==> src/rtl/dmem_pkg.sv <==
// dmem_pkg: shared state enum, bus widths and misalignment mask for the data-memory responder
package dmem_pkg;
  localparam int WORD_BITS = 32;
  localparam int ADDR_BITS = 8;
  localparam logic [1:0] MISALIGN_MASK = 2'b11;
  typedef enum logic [1:0] {IDLE, WAIT, RESP} dmem_state_t;
endpackage

==> src/rtl/dmem_array.sv <==
// dmem_array: non-reset single-port word array; ports clk, we, idx, wdata in, registered rdata out
module dmem_array import dmem_pkg::*; #(
  parameter int DEPTH = 64,
  localparam int IW = DEPTH > 1 ? $clog2(DEPTH) : 1
) (
  input  logic                 clk,
  input  logic                 we,
  input  logic [IW-1:0]        idx,
  input  logic [WORD_BITS-1:0] wdata,
  output logic [WORD_BITS-1:0] rdata
);
  logic [WORD_BITS-1:0] mem [DEPTH];
  always_ff @(posedge clk) begin
    if (we) mem[idx] <= wdata;
    rdata <= mem[idx];
  end
endmodule

==> src/rtl/dmem_responder.sv <==
// dmem_responder: multi-cycle data memory with valid/ready request, one-cycle response pulse and pipeline stall
module dmem_responder import dmem_pkg::*; #(
  parameter int DEPTH = 64,
  parameter int LATENCY = 2
) (
  input  logic                 clk,
  input  logic                 rst_n,
  input  logic                 req_valid,
  input  logic                 req_write,
  input  logic [ADDR_BITS-1:0] req_addr,
  input  logic [WORD_BITS-1:0] req_wdata,
  output logic                 req_ready,
  output logic                 resp_valid,
  output logic [WORD_BITS-1:0] resp_rdata,
  output logic                 resp_err,
  output logic                 stall
);
  localparam int IW = DEPTH > 1 ? $clog2(DEPTH) : 1;
  dmem_state_t state, state_nx;
  logic [3:0] cnt;
  logic wr_q;
  logic [ADDR_BITS-1:0] addr_q;
  logic [WORD_BITS-1:0] wdata_q, arr_rdata;
  logic [IW-1:0] idx;
  logic accept, fire, misaligned;
  assign accept = state == IDLE && req_valid;
  assign fire = state == WAIT && cnt == 4'd0;
  assign misaligned = |(addr_q[1:0] & MISALIGN_MASK);
  // word index wraps modulo DEPTH, which also covers non-power-of-two depths
  assign idx = IW'({1'b0, addr_q[7:2]} % 7'(DEPTH));
  always_ff @(posedge clk or negedge rst_n) begin
    if (!rst_n) state <= IDLE;
    else state <= state_nx;
  end
  always_comb begin
    state_nx = state == IDLE ? (req_valid ? WAIT : IDLE) : state == WAIT ? (cnt == 4'd0 ? RESP : WAIT) : IDLE;
  end
  always_ff @(posedge clk or negedge rst_n) begin
    if (!rst_n) begin
      cnt <= '0;
      wr_q <= 1'b0;
      addr_q <= '0;
      wdata_q <= '0;
    end else if (accept) begin
      cnt <= 4'(LATENCY - 1);
      wr_q <= req_write;
      addr_q <= req_addr;
      wdata_q <= req_wdata;
    end else if (state == WAIT && cnt != 4'd0) begin
      cnt <= cnt - 4'd1;
    end
  end
  // the array reads every cycle; the value captured on the edge entering RESP is the load result
  dmem_array #(.DEPTH(DEPTH)) u_array (
    .clk(clk),
    .we(fire && wr_q && !misaligned),
    .idx(idx),
    .wdata(wdata_q),
    .rdata(arr_rdata)
  );
  assign req_ready = state == IDLE;
  assign resp_valid = state == RESP;
  assign resp_err = resp_valid && misaligned;
  assign resp_rdata = resp_valid && !wr_q && !misaligned ? arr_rdata : '0;
  assign stall = accept || state == WAIT;
endmodule

==> config.mk <==
export PLATFORM = sky130hd
export DESIGN_NAME = dmem_responder
export DESIGN_NICKNAME = d
export VERILOG_FILES = /design/src/rtl/dmem_pkg.sv /design/src/rtl/dmem_array.sv /design/src/rtl/dmem_responder.sv
export SDC_FILE = /design/constraint.sdc
export NUM_CORES = 2
export LEC_CHECK = 0
export BUFFER_PORTS_ARGS = -buffer_cell sky130_fd_sc_hd__clkbuf_2
export CORE_MARGIN = 2
export CORE_UTILIZATION = 30
export DETAILED_ROUTE_END_ITERATION = 10
export GPL_ROUTABILITY_DRIVEN = 0
export PLACE_DENSITY = 0.51
export SLEW_MARGIN = 20
export SYNTH_ARGS = -nofsm -noshare
export SYNTH_HDL_FRONTEND = slang
export SYNTH_SLANG_ARGS = --single-unit
==> constraint.sdc <==
create_clock -name clk -period 4.2 [get_ports clk]
set_clock_uncertainty 0.2 [all_clocks]
set_input_delay 0.42 -clock clk [delete_from_list [all_inputs] [get_ports clk]]
set_output_delay 0.42 -clock clk [all_outputs]
set_load 0.02 [all_outputs]
==> results.json <==
{
  "crit_path_max_fanout": 38,
  "setup_viol": 0,
  "timing_max_transition_violations_final": 0,
  "grt_setup_unrepaired": "false",
  "netlist_instances": 4581,
  "synth.ff_latch_count": 2127,
  "grt.busiest_layer": "met2",
  "cellPowerDensity_nw_per_um2": 721,
  "crit_arrival_ns": 4.29,
  "port_buffers": 79,
  "synthesis.area_per_instance_um2": 17.6,
  "chipWidth_um": 522,
  "total_wire_length_um": 267000,
  "drt_iter0_drc": 6265,
  "outcome": "complete, no violations",
  "setup.worst_path.class": "reg2reg",
  "cts_clk_pin_slew_worst_paths_ns": 0.07,
  "cts.htree.levels": 4,
  "synth-main-ff-cell": "sky130_fd_sc_hd__edfxtp_1",
  "finalPower_mw": 68.2,
  "worstReg2RegStart": "addr_q[2]",
  "timing_worst_slew_pin_value_ns": 1.17,
  "wire_length_of_the_first_global_routing_pass_um": 370000,
  "worst_skew_pair.late_latency_ns": 0.86,
  "clockRootBuffer": "sky130_fd_sc_hd__clkbuf_16",
  "worst_setup_path_end_kind": "register",
  "globalRouteMet1Util_pct": 26.3,
  "finalWorstPathRequiredPeriod_ns": 3.76,
  "clock-sinks": 2127,
  "number_of_cells_on_the_worst_reg_to_reg_path": 9,
  "drt_drc_violations_left": 0,
  "die_height_um": 522,
  "p_leak_nw": 29.3,
  "synthDominantAreaCellType": "sky130_fd_sc_hd__edfxtp_1",
  "track_usage_pct": 19.1,
  "synthToLayoutAreaGrowth_pct": 17.4,
  "syn_nets": 4626,
  "synth_edf_count": 2048,
  "worst_setup_path_start_kind": "register",
  "cts_tree": "built",
  "postRouteAntennaNets": 0,
  "multi_input_area_um2": 16000,
  "synth_sequential_area_ratio_pct": 78.6,
  "timing.slew.headroom_pct": 22.2,
  "core_area_um2": 268000,
  "clock.fmax_mhz": 266,
  "seq_area_um2": 63400,
  "grt_remaining_overflow": 0,
  "fin_tns_setup_ns": 0,
  "fp.dieArea_um2": 273000,
  "drt_pass1_iterations": 8,
  "via_count": 47700,
  "viasPerCell": 5.52,
  "vdd.ir_drop.worst_mv": 0.543,
  "cp.required_ns": 4.73,
  "max_cap_violations": 0,
  "fillerInstances": 25300,
  "hpwl_um": 164000,
  "floorplan.io_pins": 80,
  "wire_length_per_cell_um": 30.9,
  "grt.met2_usage_pct": 30.5,
  "r2r_setup_slack_ns": 0.44,
  "reg2reg_to": "u_array.rdata[20]",
  "synth_area_um2": 80600,
  "grt_max_degree": 81,
  "rows": 190,
  "number_of_antenna_violations_at_the_first_check_in_global_routing": 22,
  "post_route_cells_drive_above_1_share_pct": 19.7,
  "finalHoldViolCount": 0,
  "first_global_vias": 46300,
  "final_net_count": 4942,
  "async_reset_ff_share_pct": 2.21,
  "synth_top_cells_by_area": "sky130_fd_sc_hd__edfxtp_1 76%, sky130_fd_sc_hd__a221oi_1 4.5%, sky130_fd_sc_hd__a22oi_1 2.7%, sky130_fd_sc_hd__mux2_2 1.9%, sky130_fd_sc_hd__mux2i_1 1.8%",
  "worstHoldPathType": "in2async",
  "synth_largest_type_area_fraction_pct": 76.3,
  "floorplan.initialDensity_pct": 30.1,
  "yosysUniqueCellTypes": 67,
  "cts.path.max_buffers": 3,
  "gr-usage-met3_pct": 3.65,
  "number_of_clock_buffers_inserted_by_tritoncts": 208,
  "finalCritPeriodShare_pct": 89.4,
  "yosys_synthesis_warning_count": 0
}
-- area by class of cell --
| cell class | instances | area share, % |
|---|---|---|
| Sequential cell | 2127 | 67.0 |
| Multi-Input combinational cell | 2103 | 16.9 |
| Clock buffer | 290 | 6.06 |
| Tap cell | 3552 | 4.70 |
| Timing Repair Buffer | 451 | 4.33 |
| Clock inverter | 99 | 0.907 |
| Inverter | 6 | 0.0357 |
| Antenna cell | 13 | 0.0344 |
-- report_power, final --
group          leakage, nW  total (mW)  switching [mW]  internal [mW]
clock network         3.21        18.3            8.13           10.2
logic                 6.87        20.4            14.1           6.30
registers             19.2        29.5            2.69           26.8
-- worst max-delay path: stages, from the launching register on --
cell and delay (ns):
sky130_fd_sc_hd__dfrtp_4 0.66, sky130_fd_sc_hd__buf_4 0.41, sky130_fd_sc_hd__nor2_4 0.21, sky130_fd_sc_hd__buf_12 0.23, sky130_fd_sc_hd__buf_12 0.21, sky130_fd_sc_hd__a22oi_1 0.21, sky130_fd_sc_hd__nor2_1 0.06, sky130_fd_sc_hd__a221oi_1 0.60
sky130_fd_sc_hd__o22ai_1 0.30, sky130_fd_sc_hd__or4_1 0.46
-- flip-flops by register name, summed over array words and instances, names as in the netlist --
name	cells
state	2
u_array.mem	2048
u_array.rdata	32
cnt	4
wr_q	1
wdata_q	32
addr_q	8
-- cell families after synthesis --
group	count (synthesis)	synth area share, %
AND/OR/NAND/NOR	550	3.18
AO/OA/AOI/OAI	1236	11.3
adder cells (fa/ha/maj)	1	0.0155
buffers and inverters	351	2.25
multiplexers	314	4.66
flip-flops	2127	78.6
XOR/XNOR	2	0.0217
-- cell usage in the layout, fill, tap and decap left out, types with 124 or more instances in the layout --
master,count
sky130_fd_sc_hd__edfxtp_1,2048
sky130_fd_sc_hd__a221oi_1,417
sky130_fd_sc_hd__a22oi_1,290
sky130_fd_sc_hd__buf_4,264
sky130_fd_sc_hd__clkbuf_16,210
sky130_fd_sc_hd__nor2_1,152
sky130_fd_sc_hd__mux2i_1,143
sky130_fd_sc_hd__mux2_2,136
sky130_fd_sc_hd__o22ai_1,132
sky130_fd_sc_hd__o21ai_0,131
sky130_fd_sc_hd__a21oi_1,124
-- through the flow --
step / setup WS (ns) / instance area (um2) / util [%] / instances / hold slack (ns)
global placement: 0.166 / 87500 / 32.7 / 8195 / 0.285
detailed placement: 0.478 / 87500 / 32.7 / 8196 / 0.295
global route: 0.392 / 94600 / 35.3 / 8634 / 0.0804
finish: 0.444 / 94600 / 35.3 / 8641 / 0.0333
floorplan: 0.393 / 80600 / - / 4581 / -0.0756
CTS: 0.442 / 94600 / 35.3 / 8628 / 0.0258
-- per-layer routing --
layer	up-vias	share of wire [%]
met5	-	0.070
met4	6	3.0
met3	378	8.3
met2	2316	47
met1	25200	42
li1	19700	-
-- how the worst max path moves through the flow --
stage                   start            endpoint  depth (start not counted)
floorplan           addr_q[4]  u_array.mem[10][0]                          7
global placement    addr_q[4]   u_array.rdata[28]                          7
detailed placement  addr_q[2]    u_array.rdata[6]                          9
CTS                 addr_q[4]   u_array.rdata[24]                          7
global route        addr_q[4]   u_array.rdata[24]                          7
finish              addr_q[2]   u_array.rdata[20]                          9
-- Yosys cell counts, types with 13 or more instances --
library cell / instances
sky130_fd_sc_hd__dfrtp_1: 47
sky130_fd_sc_hd__edfxtp_1: 2048
sky130_fd_sc_hd__buf_2: 156
sky130_fd_sc_hd__buf_6: 26
sky130_fd_sc_hd__clkbuf_1: 95
sky130_fd_sc_hd__buf_1: 39
sky130_fd_sc_hd__o221ai_1: 24
sky130_fd_sc_hd__a221oi_1: 417
sky130_fd_sc_hd__or3_1: 17
sky130_fd_sc_hd__mux2i_1: 143
sky130_fd_sc_hd__mux2_2: 136
sky130_fd_sc_hd__o21ai_0: 135
sky130_fd_sc_hd__a22oi_1: 290
sky130_fd_sc_hd__nor3_1: 74
sky130_fd_sc_hd__nor4_1: 14
sky130_fd_sc_hd__nor2_1: 217
sky130_fd_sc_hd__dfxtp_1: 32
sky130_fd_sc_hd__buf_4: 28
sky130_fd_sc_hd__a211oi_1: 13
sky130_fd_sc_hd__o22ai_1: 132
sky130_fd_sc_hd__nand2_1: 109
sky130_fd_sc_hd__a21oi_1: 124
sky130_fd_sc_hd__and2_1: 38
sky130_fd_sc_hd__a22o_1: 14
sky130_fd_sc_hd__nand4_1: 15
sky130_fd_sc_hd__mux4_2: 34
-- timing repair --
item,in CTS,in global routing
endpoints found under the hold margin,90,0
gates resized for setup,0,0
setup buffers,0,0
hold buffers,43,0
Note: power is estimated with default switching activity, not from simulation.
